--- src/rtl/rvfi_insn_capture.sv ---
// Counts retirements on a multi-channel RVFI stream in program order, latches the packet
// of the selected retired instruction into one channel and pulses check one cycle later.
module rvfi_insn_capture #(
    parameter int NRET = 2,
    parameter int XLEN = 32,
    parameter int ILEN = 32,
    parameter int CNTW = 16
) (
    input  logic                   clock,
    input  logic                   resetn,
    input  logic                   arm,
    input  logic [CNTW-1:0]        trig_count,
    input  logic [NRET-1:0]        rvfi_valid,
    input  logic [NRET-1:0]        rvfi_trap,
    input  logic [NRET-1:0]        rvfi_halt,
    input  logic [NRET-1:0]        rvfi_intr,
    input  logic [NRET*ILEN-1:0]   rvfi_insn,
    input  logic [NRET*5-1:0]      rvfi_rs1_addr,
    input  logic [NRET*5-1:0]      rvfi_rs2_addr,
    input  logic [NRET*5-1:0]      rvfi_rd_addr,
    input  logic [NRET*XLEN-1:0]   rvfi_rs1_rdata,
    input  logic [NRET*XLEN-1:0]   rvfi_rs2_rdata,
    input  logic [NRET*XLEN-1:0]   rvfi_rd_wdata,
    input  logic [NRET*XLEN-1:0]   rvfi_pc_rdata,
    input  logic [NRET*XLEN-1:0]   rvfi_pc_wdata,
    input  logic [NRET*XLEN-1:0]   rvfi_mem_addr,
    input  logic [NRET*XLEN/8-1:0] rvfi_mem_rmask,
    input  logic [NRET*XLEN/8-1:0] rvfi_mem_wmask,
    input  logic [NRET*XLEN-1:0]   rvfi_mem_rdata,
    input  logic [NRET*XLEN-1:0]   rvfi_mem_wdata,
    output logic                   cap_trap,
    output logic                   cap_halt,
    output logic                   cap_intr,
    output logic [ILEN-1:0]        cap_insn,
    output logic [4:0]             cap_rs1_addr,
    output logic [4:0]             cap_rs2_addr,
    output logic [4:0]             cap_rd_addr,
    output logic [XLEN-1:0]        cap_rs1_rdata,
    output logic [XLEN-1:0]        cap_rs2_rdata,
    output logic [XLEN-1:0]        cap_rd_wdata,
    output logic [XLEN-1:0]        cap_pc_rdata,
    output logic [XLEN-1:0]        cap_pc_wdata,
    output logic [XLEN-1:0]        cap_mem_addr,
    output logic [XLEN/8-1:0]      cap_mem_rmask,
    output logic [XLEN/8-1:0]      cap_mem_wmask,
    output logic [XLEN-1:0]        cap_mem_rdata,
    output logic [XLEN-1:0]        cap_mem_wdata,
    output logic                   cap_valid,
    output logic                   check,
    output logic                   done,
    output logic                   missed,
    output logic [CNTW-1:0]        retired
);
    localparam int MW = XLEN / 8;
    localparam int PW = 3 + ILEN + 15 + 8 * XLEN + 2 * MW;
    localparam int KW = $clog2(NRET + 1);
    // Order indices are formed one carry wider than the counter plus popcount so they never wrap.
    localparam int IW = CNTW + KW + 1;

    typedef enum logic [1:0] {S_IDLE, S_COUNT, S_CHECK, S_DONE} state_e;

    state_e          state_q, state_d;
    logic [CNTW-1:0] trig_q, trig_d;
    logic [CNTW-1:0] retired_q, retired_d;
    logic [PW-1:0]   cap_q, cap_d;
    logic            cap_valid_q, cap_valid_d;
    logic            missed_q, missed_d;
    logic            check_q, check_d;
    logic            done_q, done_d;

    logic [IW-1:0]   rank;
    logic [IW-1:0]   idx;
    logic            hit;
    logic            miss_halt;
    logic [PW-1:0]   hit_pkt;

    function automatic logic [CNTW-1:0] sat_add(input logic [CNTW-1:0] a, input logic [IW-1:0] b);
        logic [IW-1:0] s;
        s = {{(IW-CNTW){1'b0}}, a} + b;
        if (s > {{(IW-CNTW){1'b0}}, {CNTW{1'b1}}})
            return {CNTW{1'b1}};
        return s[CNTW-1:0];
    endfunction

    // Rank valid channels (lower index is older) and look for the trigger or an earlier halt.
    always_comb begin
        rank      = '0;
        idx       = '0;
        hit       = 1'b0;
        miss_halt = 1'b0;
        hit_pkt   = '0;
        for (int c = 0; c < NRET; c++) begin
            if (rvfi_valid[c]) begin
                idx = {{(IW-CNTW){1'b0}}, retired_q} + rank;
                if (idx == {{(IW-CNTW){1'b0}}, trig_q} && !hit) begin
                    hit     = 1'b1;
                    hit_pkt = {rvfi_trap[c], rvfi_halt[c], rvfi_intr[c],
                               rvfi_insn[c*ILEN +: ILEN],
                               rvfi_rs1_addr[c*5 +: 5], rvfi_rs2_addr[c*5 +: 5], rvfi_rd_addr[c*5 +: 5],
                               rvfi_rs1_rdata[c*XLEN +: XLEN], rvfi_rs2_rdata[c*XLEN +: XLEN],
                               rvfi_rd_wdata[c*XLEN +: XLEN], rvfi_pc_rdata[c*XLEN +: XLEN],
                               rvfi_pc_wdata[c*XLEN +: XLEN], rvfi_mem_addr[c*XLEN +: XLEN],
                               rvfi_mem_rmask[c*MW +: MW], rvfi_mem_wmask[c*MW +: MW],
                               rvfi_mem_rdata[c*XLEN +: XLEN], rvfi_mem_wdata[c*XLEN +: XLEN]};
                end
                if (idx < {{(IW-CNTW){1'b0}}, trig_q} && rvfi_halt[c])
                    miss_halt = 1'b1;
                rank = rank + IW'(1);
            end
        end
    end

    always_ff @(posedge clock or negedge resetn) begin
        if (!resetn)
            state_q <= S_IDLE;
        else
            state_q <= state_d;
    end

    always_comb begin
        state_d = state_q;
        case (state_q)
            S_IDLE:  if (arm) state_d = S_COUNT;
            S_COUNT: begin
                if (hit)
                    state_d = S_CHECK;
                else if (miss_halt)
                    state_d = S_DONE;
            end
            S_CHECK: state_d = S_DONE;
            S_DONE:  if (arm) state_d = S_COUNT;
            default: state_d = S_IDLE;
        endcase
    end

    always_comb begin
        trig_d      = trig_q;
        retired_d   = retired_q;
        cap_d       = cap_q;
        cap_valid_d = cap_valid_q;
        missed_d    = missed_q;
        case (state_q)
            S_IDLE, S_DONE: begin
                if (arm) begin
                    trig_d      = trig_count;
                    retired_d   = '0;
                    cap_d       = '0;
                    cap_valid_d = 1'b0;
                    missed_d    = 1'b0;
                end
            end
            S_COUNT: begin
                retired_d = sat_add(retired_q, rank);
                if (hit) begin
                    cap_d       = hit_pkt;
                    cap_valid_d = 1'b1;
                end else if (miss_halt) begin
                    missed_d = 1'b1;
                end
            end
            default: ;
        endcase
        check_d = (state_d == S_CHECK);
        done_d  = (state_d == S_DONE);
    end

    always_ff @(posedge clock or negedge resetn) begin
        if (!resetn) begin
            trig_q      <= '0;
            retired_q   <= '0;
            cap_q       <= '0;
            cap_valid_q <= 1'b0;
            missed_q    <= 1'b0;
            check_q     <= 1'b0;
            done_q      <= 1'b0;
        end else begin
            trig_q      <= trig_d;
            retired_q   <= retired_d;
            cap_q       <= cap_d;
            cap_valid_q <= cap_valid_d;
            missed_q    <= missed_d;
            check_q     <= check_d;
            done_q      <= done_d;
        end
    end

    assign {cap_trap, cap_halt, cap_intr, cap_insn, cap_rs1_addr, cap_rs2_addr, cap_rd_addr,
            cap_rs1_rdata, cap_rs2_rdata, cap_rd_wdata, cap_pc_rdata, cap_pc_wdata,
            cap_mem_addr, cap_mem_rmask, cap_mem_wmask, cap_mem_rdata, cap_mem_wdata} = cap_q;
    assign cap_valid = cap_valid_q;
    assign check     = check_q;
    assign done      = done_q;
    assign missed    = missed_q;
    assign retired   = retired_q;
endmodule
--- config.mk ---
export PLATFORM = sky130hd
export DESIGN_NAME = rvfi_insn_capture
export DESIGN_NICKNAME = d
export VERILOG_FILES = /design/src/rtl/rvfi_insn_capture.sv
export SDC_FILE = /design/constraint.sdc
export NUM_CORES = 1
export LEC_CHECK = 0
export CORE_AREA = 2 2 383 385
export CTS_CLUSTER_DIAMETER = 100
export DETAILED_ROUTE_END_ITERATION = 10
export DIE_AREA = 0 0 385 387
export PLACE_DENSITY_LB_ADDON = 0.15
export SYNTH_ARGS = -nofsm -noshare
export SYNTH_HDL_FRONTEND = slang
export SYNTH_SLANG_ARGS = --single-unit
export TNS_END_PERCENT = 5
--- constraint.sdc ---
create_clock -name clock -period 5.75 [get_ports clock]
set_input_delay 1.725 -clock clock [delete_from_list [all_inputs] [get_ports clock]]
set_output_delay 1.725 -clock clock [all_outputs]
set_load 0.02 [all_outputs]
Word level (Yosys, flattened, before mapping)
Index checks and enable logic that the tools add are counted. Widths: inputs -> output; s select.

Muxes and demuxes: 33. Reductions and logical operators: 11. Add/subtract/negate cells: 3. Equal/unequal tests: 11. Order comparisons: 3.

Operator list (count): $mux 314 (6); $pmux 314 s2 (1); $mux 16 (3); $pmux 16 s2 (1); $add 16x19->19 (1); $gt 19x16->1 const B (1); $add 16x1->17 (1); $eq 17x16->1 (1); $lt 17x16->1 (1); $eq 16x16->1 (1); $lt 16x16->1 (1); $mux 1 (15); $eq 2x2->1 const B (4); $mux 2 (4); $ne 2x2->1 const B (3); $pmux 2 s3 (1); $pmux 1 s2 (2); $reduce_and 2->1 (2); $reduce_and 4->1 (1); $logic_and 1x1->1 (3); $reduce_and 3->1 (1); $add 1x1->2 const B (1); $eq 2x1->1 const B (1); $logic_not 2->1 (1); 4 further kinds (4).

Register bits: 352. Bits of input ports: 649. Output and inout bits: 334. Word-level logic and storage cells: 69.

Longest topological paths before layout
Gate-level depths: netlist (run 1).

Word-level depth: 10. Mapped depth: 17. Mapped depth without buffers: 12.

Worst setup path before layout (run 1)
No wires, ideal clock.

Kind: input to register. From: in rvfi_valid[0]. To: reg cap_q[312]. Required time: 5.626 ns. Buffers on the path: 3. Library setup time: 0.124 ns. Setup slack: 1.420 ns. Stages: 15. Arrival: 4.205 ns. Path through: ha_1 ha_1 and4_1 nand3_1 xnor2_1 ha_1 nand2_1 nor4_1 nand4_1 a311o_1 buf_6 buf_6 buf_6 nand2_1 o31ai_2.

Cells in the longest elaborated chain, start to end: 8. Elaborated cells between the ends (all ways): 15. Classes of those cells: add/sub (1); eq/ne (2); mux (9); reduce/logical (3).

RTL lines: start, declared (RTL line 13) `input logic [NRET-1:0] rvfi_valid,`; $mux 1 (RTL line 93) `if (rvfi_valid[c]) begin`; $add 16x1->17 (RTL line 94) `idx = {{(IW-CNTW){1'b0}}, retired_q} + rank;`; $eq 17x16->1 (RTL line 95) `if (idx == {{(IW-CNTW){1'b0}}, trig_q} && !hit) begin`; $logic_and 1x1->1 (RTL line 95); $mux 314 or $mux 1 (tied branches) (RTL line 95); $mux 314 or $mux 1 (tied branches) (RTL line 93); $mux 314 or $ne 2x2->1 (tied branches); $pmux 314 s2 or $reduce_and 3->1 (tied branches); end signal, assigned (RTL line 179) `cap_q <= cap_d;`; end, declared (RTL line 65) `logic [PW-1:0] cap_q, cap_d;`.

Several ways; a longest one is shown, not always the timed one. The select of a mux whose other input is x is not followed. A chain may end at the register's enable or synchronous reset.

Worst setup path after layout (run 1)
From: in rvfi_valid[0]. To: reg cap_q[87].

The elaborated chain is that of the path after synthesis.

==> flow_metrics.py, run 1 <==
metrics = {
    "cells_and_area": {
        "syn_to_final_growth_pct": 78.2,
        "fillCellCount": 15900,
        "nets": 3366,
        "drive_gt1_frac": 0.0540,
        "multiInputGateArea_mm2": 0.00788,
        "mostFrequentLayoutCells": "981 x clkdlybuf4s50_1, 352 x dfrtp_1, 340 x nand2_1",
        "final_common_cell": "clkdlybuf4s50_1",
        "seq_area_mm2": 0.00881,
    },
    "sta": {
        "fin_crit_ns": 4.90,
        "clock_skew_ns": 0.0258,
        "hold_slack_ns": 0.476,
        "maxSlewHeadroom": 0.487,
        "fmax_ghz": 0.204,
        "rsz0062_at_grt": "no",
        "tightest_slew_ns": 0.748,
        "setup_viol": 0,
        "min_period_over_period": 0.852,
        "fin_ws_ns": 0.851,
        "finalHoldViolations": 0,
        "slew_violations": 0,
        "tns_ns": 0,
    },
    "die": {
        "die_h_um": 387,
        "io-pin-count": 983,
        "coreArea_mm2": 0.145,
        "fp.dieW_um": 385,
        "dieArea_mm2": 0.149,
        "rows": 140,
        "start_util": 0.121,
    },
    "yosys": {
        "ys_seq_area_frac": 0.504,
        "ys_warn_count": 0,
        "synth_nets": 2401,
        "synthArstFlopShare": 1.00,
        "synthFlopType": "dfrtp_1",
        "avgSynthCellArea_um2": 10.2,
        "ys_ff_latch": 352,
        "synth.distinct_cells": 51,
        "syn_inst": 1711,
        "netlist_area_mm2": 0.0175,
        "synth_edf_count": 0,
    },
    "critical_path": {
        "regToRegStartpoint": "retired[2]",
        "startpoint_type": "input port",
        "r2r_slack_ns": 1.80,
        "reg2reg_to": "cap_q[87]",
        "path_class": "in -> reg",
        "critPathLaunch": "rvfi_valid[0]",
        "worst-r2r-cell-count": 13,
        "critical_path_arrival_ns": 5.36,
        "cp_max_fo": 59,
        "endpoint_kind": "flop",
        "required_ns": 6.21,
        "worstSetupEndpoint": "cap_q[87]",
    },
    "global_routing": {
        "track_usage": 0.122,
        "grt_max_degree": 85,
        "grt_overflow_total": 0,
        "grt_pass1_vias": 17300,
        "grt_pass1_wl_um": 132000,
        "antenna_found_initial": 13,
    },
    "clocking": {
        "cts_resized": 0,
        "clk_latency_ns": 0.61,
        "root_buffer": "clkbuf_16",
        "post_cts_buffers": 0,
        "cts_sinks": 352,
        "h-tree-depth": 2,
        "cts-buffers-inserted": 48,
        "path_clk_slew_ns": 0.06,
        "cts_buffer_depth": 3,
        "cts_tree": "done",
        "holdBufCountCts": 0,
    },
    "placement": {
        "hpwlAfterDp_um": 75000,
        "io_buffers": 982,
        "place.gp.congestion": 0.798,
        "place_ws_ns": 0.260,
    },
    "status": {
        "status": "complete, no violations",
    },
    "routing": {
        "firstDrtPassIters": 5,
        "wirelength_um": 94300,
        "wire_per_inst_um": 20.4,
        "drtAntennaViolNets": 0,
        "vias": 16300,
        "drtIter0Drc": 558,
        "viasPerCell": 3.52,
        "route.detailed.drc": 0,
    },
    "min_path": {
        "min_path_type": "reg -> reg",
    },
    "power": {
        "p_leak_uw": 0.0144,
        "peakVddDrop_v": 0.000199,
        "pwr_density_cell_mw_per_mm2": 255,
    },
    "flow_run": {
        "maxCapViolCount": 0,
    },
}
[through the flow]
stage	area, um^2	power (uW)	std cells	utilization
after floorplan	17500	4050	1711	-
after CTS	31100	8180	4621	0.215
after global placement	29700	5140	4543	0.205
final	31200	7950	4630	0.215
after detailed placement	29700	5130	4543	0.205
after global routing	31200	8440	4625	0.215
[state kept, by name (all words and copies together) (netlist names)]
register	count
trig_q	16
state_q	2
missed	1
cap_valid	1
done	1
cap_q	314
check	1
retired	16
[cell type report]
type / instances / area share
well taps: 1917 / 0.0770
inverters: 27 / 0.00325
repair buffers: 1040 / 0.336
clock inverters: 8 / 0.00353
diodes: 9 / 0.000723
clock buffers: 70 / 0.0438
flip-flops and latches: 352 / 0.283
multi-input cells: 1207 / 0.253
[cells in the mapped netlist (all sizes together) (2+ instances only)]
cell	number	area, um^2
dfrtp	352	8810
nand2	341	1280
o21ai	339	1700
mux2i	316	3160
buf	63	498
clkbuf	62	233
ha	40	500
inv	26	97.6
nor2	22	82.6
nand3	20	105
mux2	16	180
a21oi	13	65.1
xnor2	11	96.3
a211oi	10	75.1
nand4	10	68.8
a221oi	8	70.1
and3	7	43.8
a31oi	6	37.5
a211o	5	43.8
and2	5	31.3
and4	5	43.8
nor3	4	20.0
nor4	3	18.8
xor2	3	26.3
a311oi	2	17.5
nand2b	2	12.5
nor2b	2	12.5
o21a	2	15.0
o31ai	2	20.0
[routing by layer]
| metal | vias to the layer above | GRT usage | wire length [um] |
|---|---|---|---|
| li1 | 7925 | - | - |
| met5 | - | 0 | 34 |
| met4 | 6 | 0.0293 | 1770 |
| met1 | 7731 | 0.142 | 38300 |
| met3 | 92 | 0.0381 | 7320 |
| met2 | 566 | 0.215 | 46800 |
[worst min path at each step]
stage / from / end / slack, ns / depth (start not counted)
2_1_floorplan: trig_q[10] / trig_q[10] / 0.48 / 1
3_3_place_gp: cap_q[263] / cap_q[263] / 0.46 / 2
3_5_place_dp: cap_valid / cap_valid / 0.47 / 2
4_1_cts: cap_valid / cap_valid / 0.48 / 2
5_1_grt: cap_q[145] / cap_q[145] / 0.50 / 2
6_report: cap_q[259] / cap_q[259] / 0.48 / 2
[power breakdown]
| part | switching [uW] | internal, uW |
|---|---|---|
| logic | 1450 | 940 |
| clock network | 1210 | 1710 |
| registers | 74.3 | 2570 |
| total | 2730 | 5220 |
[logic make-up (layout without fill, tap and decap cells)]
family / Yosys count / in the layout / synth area share
AND/OR/NAND/NOR: 422 / 422 / 0.0988
buffers and inverters: 152 / 1145 / 0.0476
other: 0 / 9 / 0
AO/OA/AOI/OAI: 398 / 398 / 0.122
multiplexers: 332 / 332 / 0.191
XOR/XNOR: 14 / 14 / 0.00701
flip-flops: 352 / 352 / 0.504
adder cells (fa/ha/maj): 41 / 41 / 0.0298
[worst max-delay path, cell delays in order]
cell and delay [ns]:
clkdlybuf4s50_1 0.48, ha_1 0.22, ha_1 0.29, and4_1 0.31, nand4_1 0.14, xnor2_1 0.17, ha_1 0.30, nand4_1 0.12
nor4_1 0.24, nand4_1 0.21, a311o_2 0.49, buf_12 0.17, buf_12 0.21, nand2_1 0.11, o21ai_1 0.07
(Power assumes the default switching activity.)
==> inputs of run 2 (changes only) <==
- HOLD_SLACK_MARGIN: unset -> 0.02
==> results of run 2 <==
No change in the layout: final DEF, timing and power equal those of run 1.
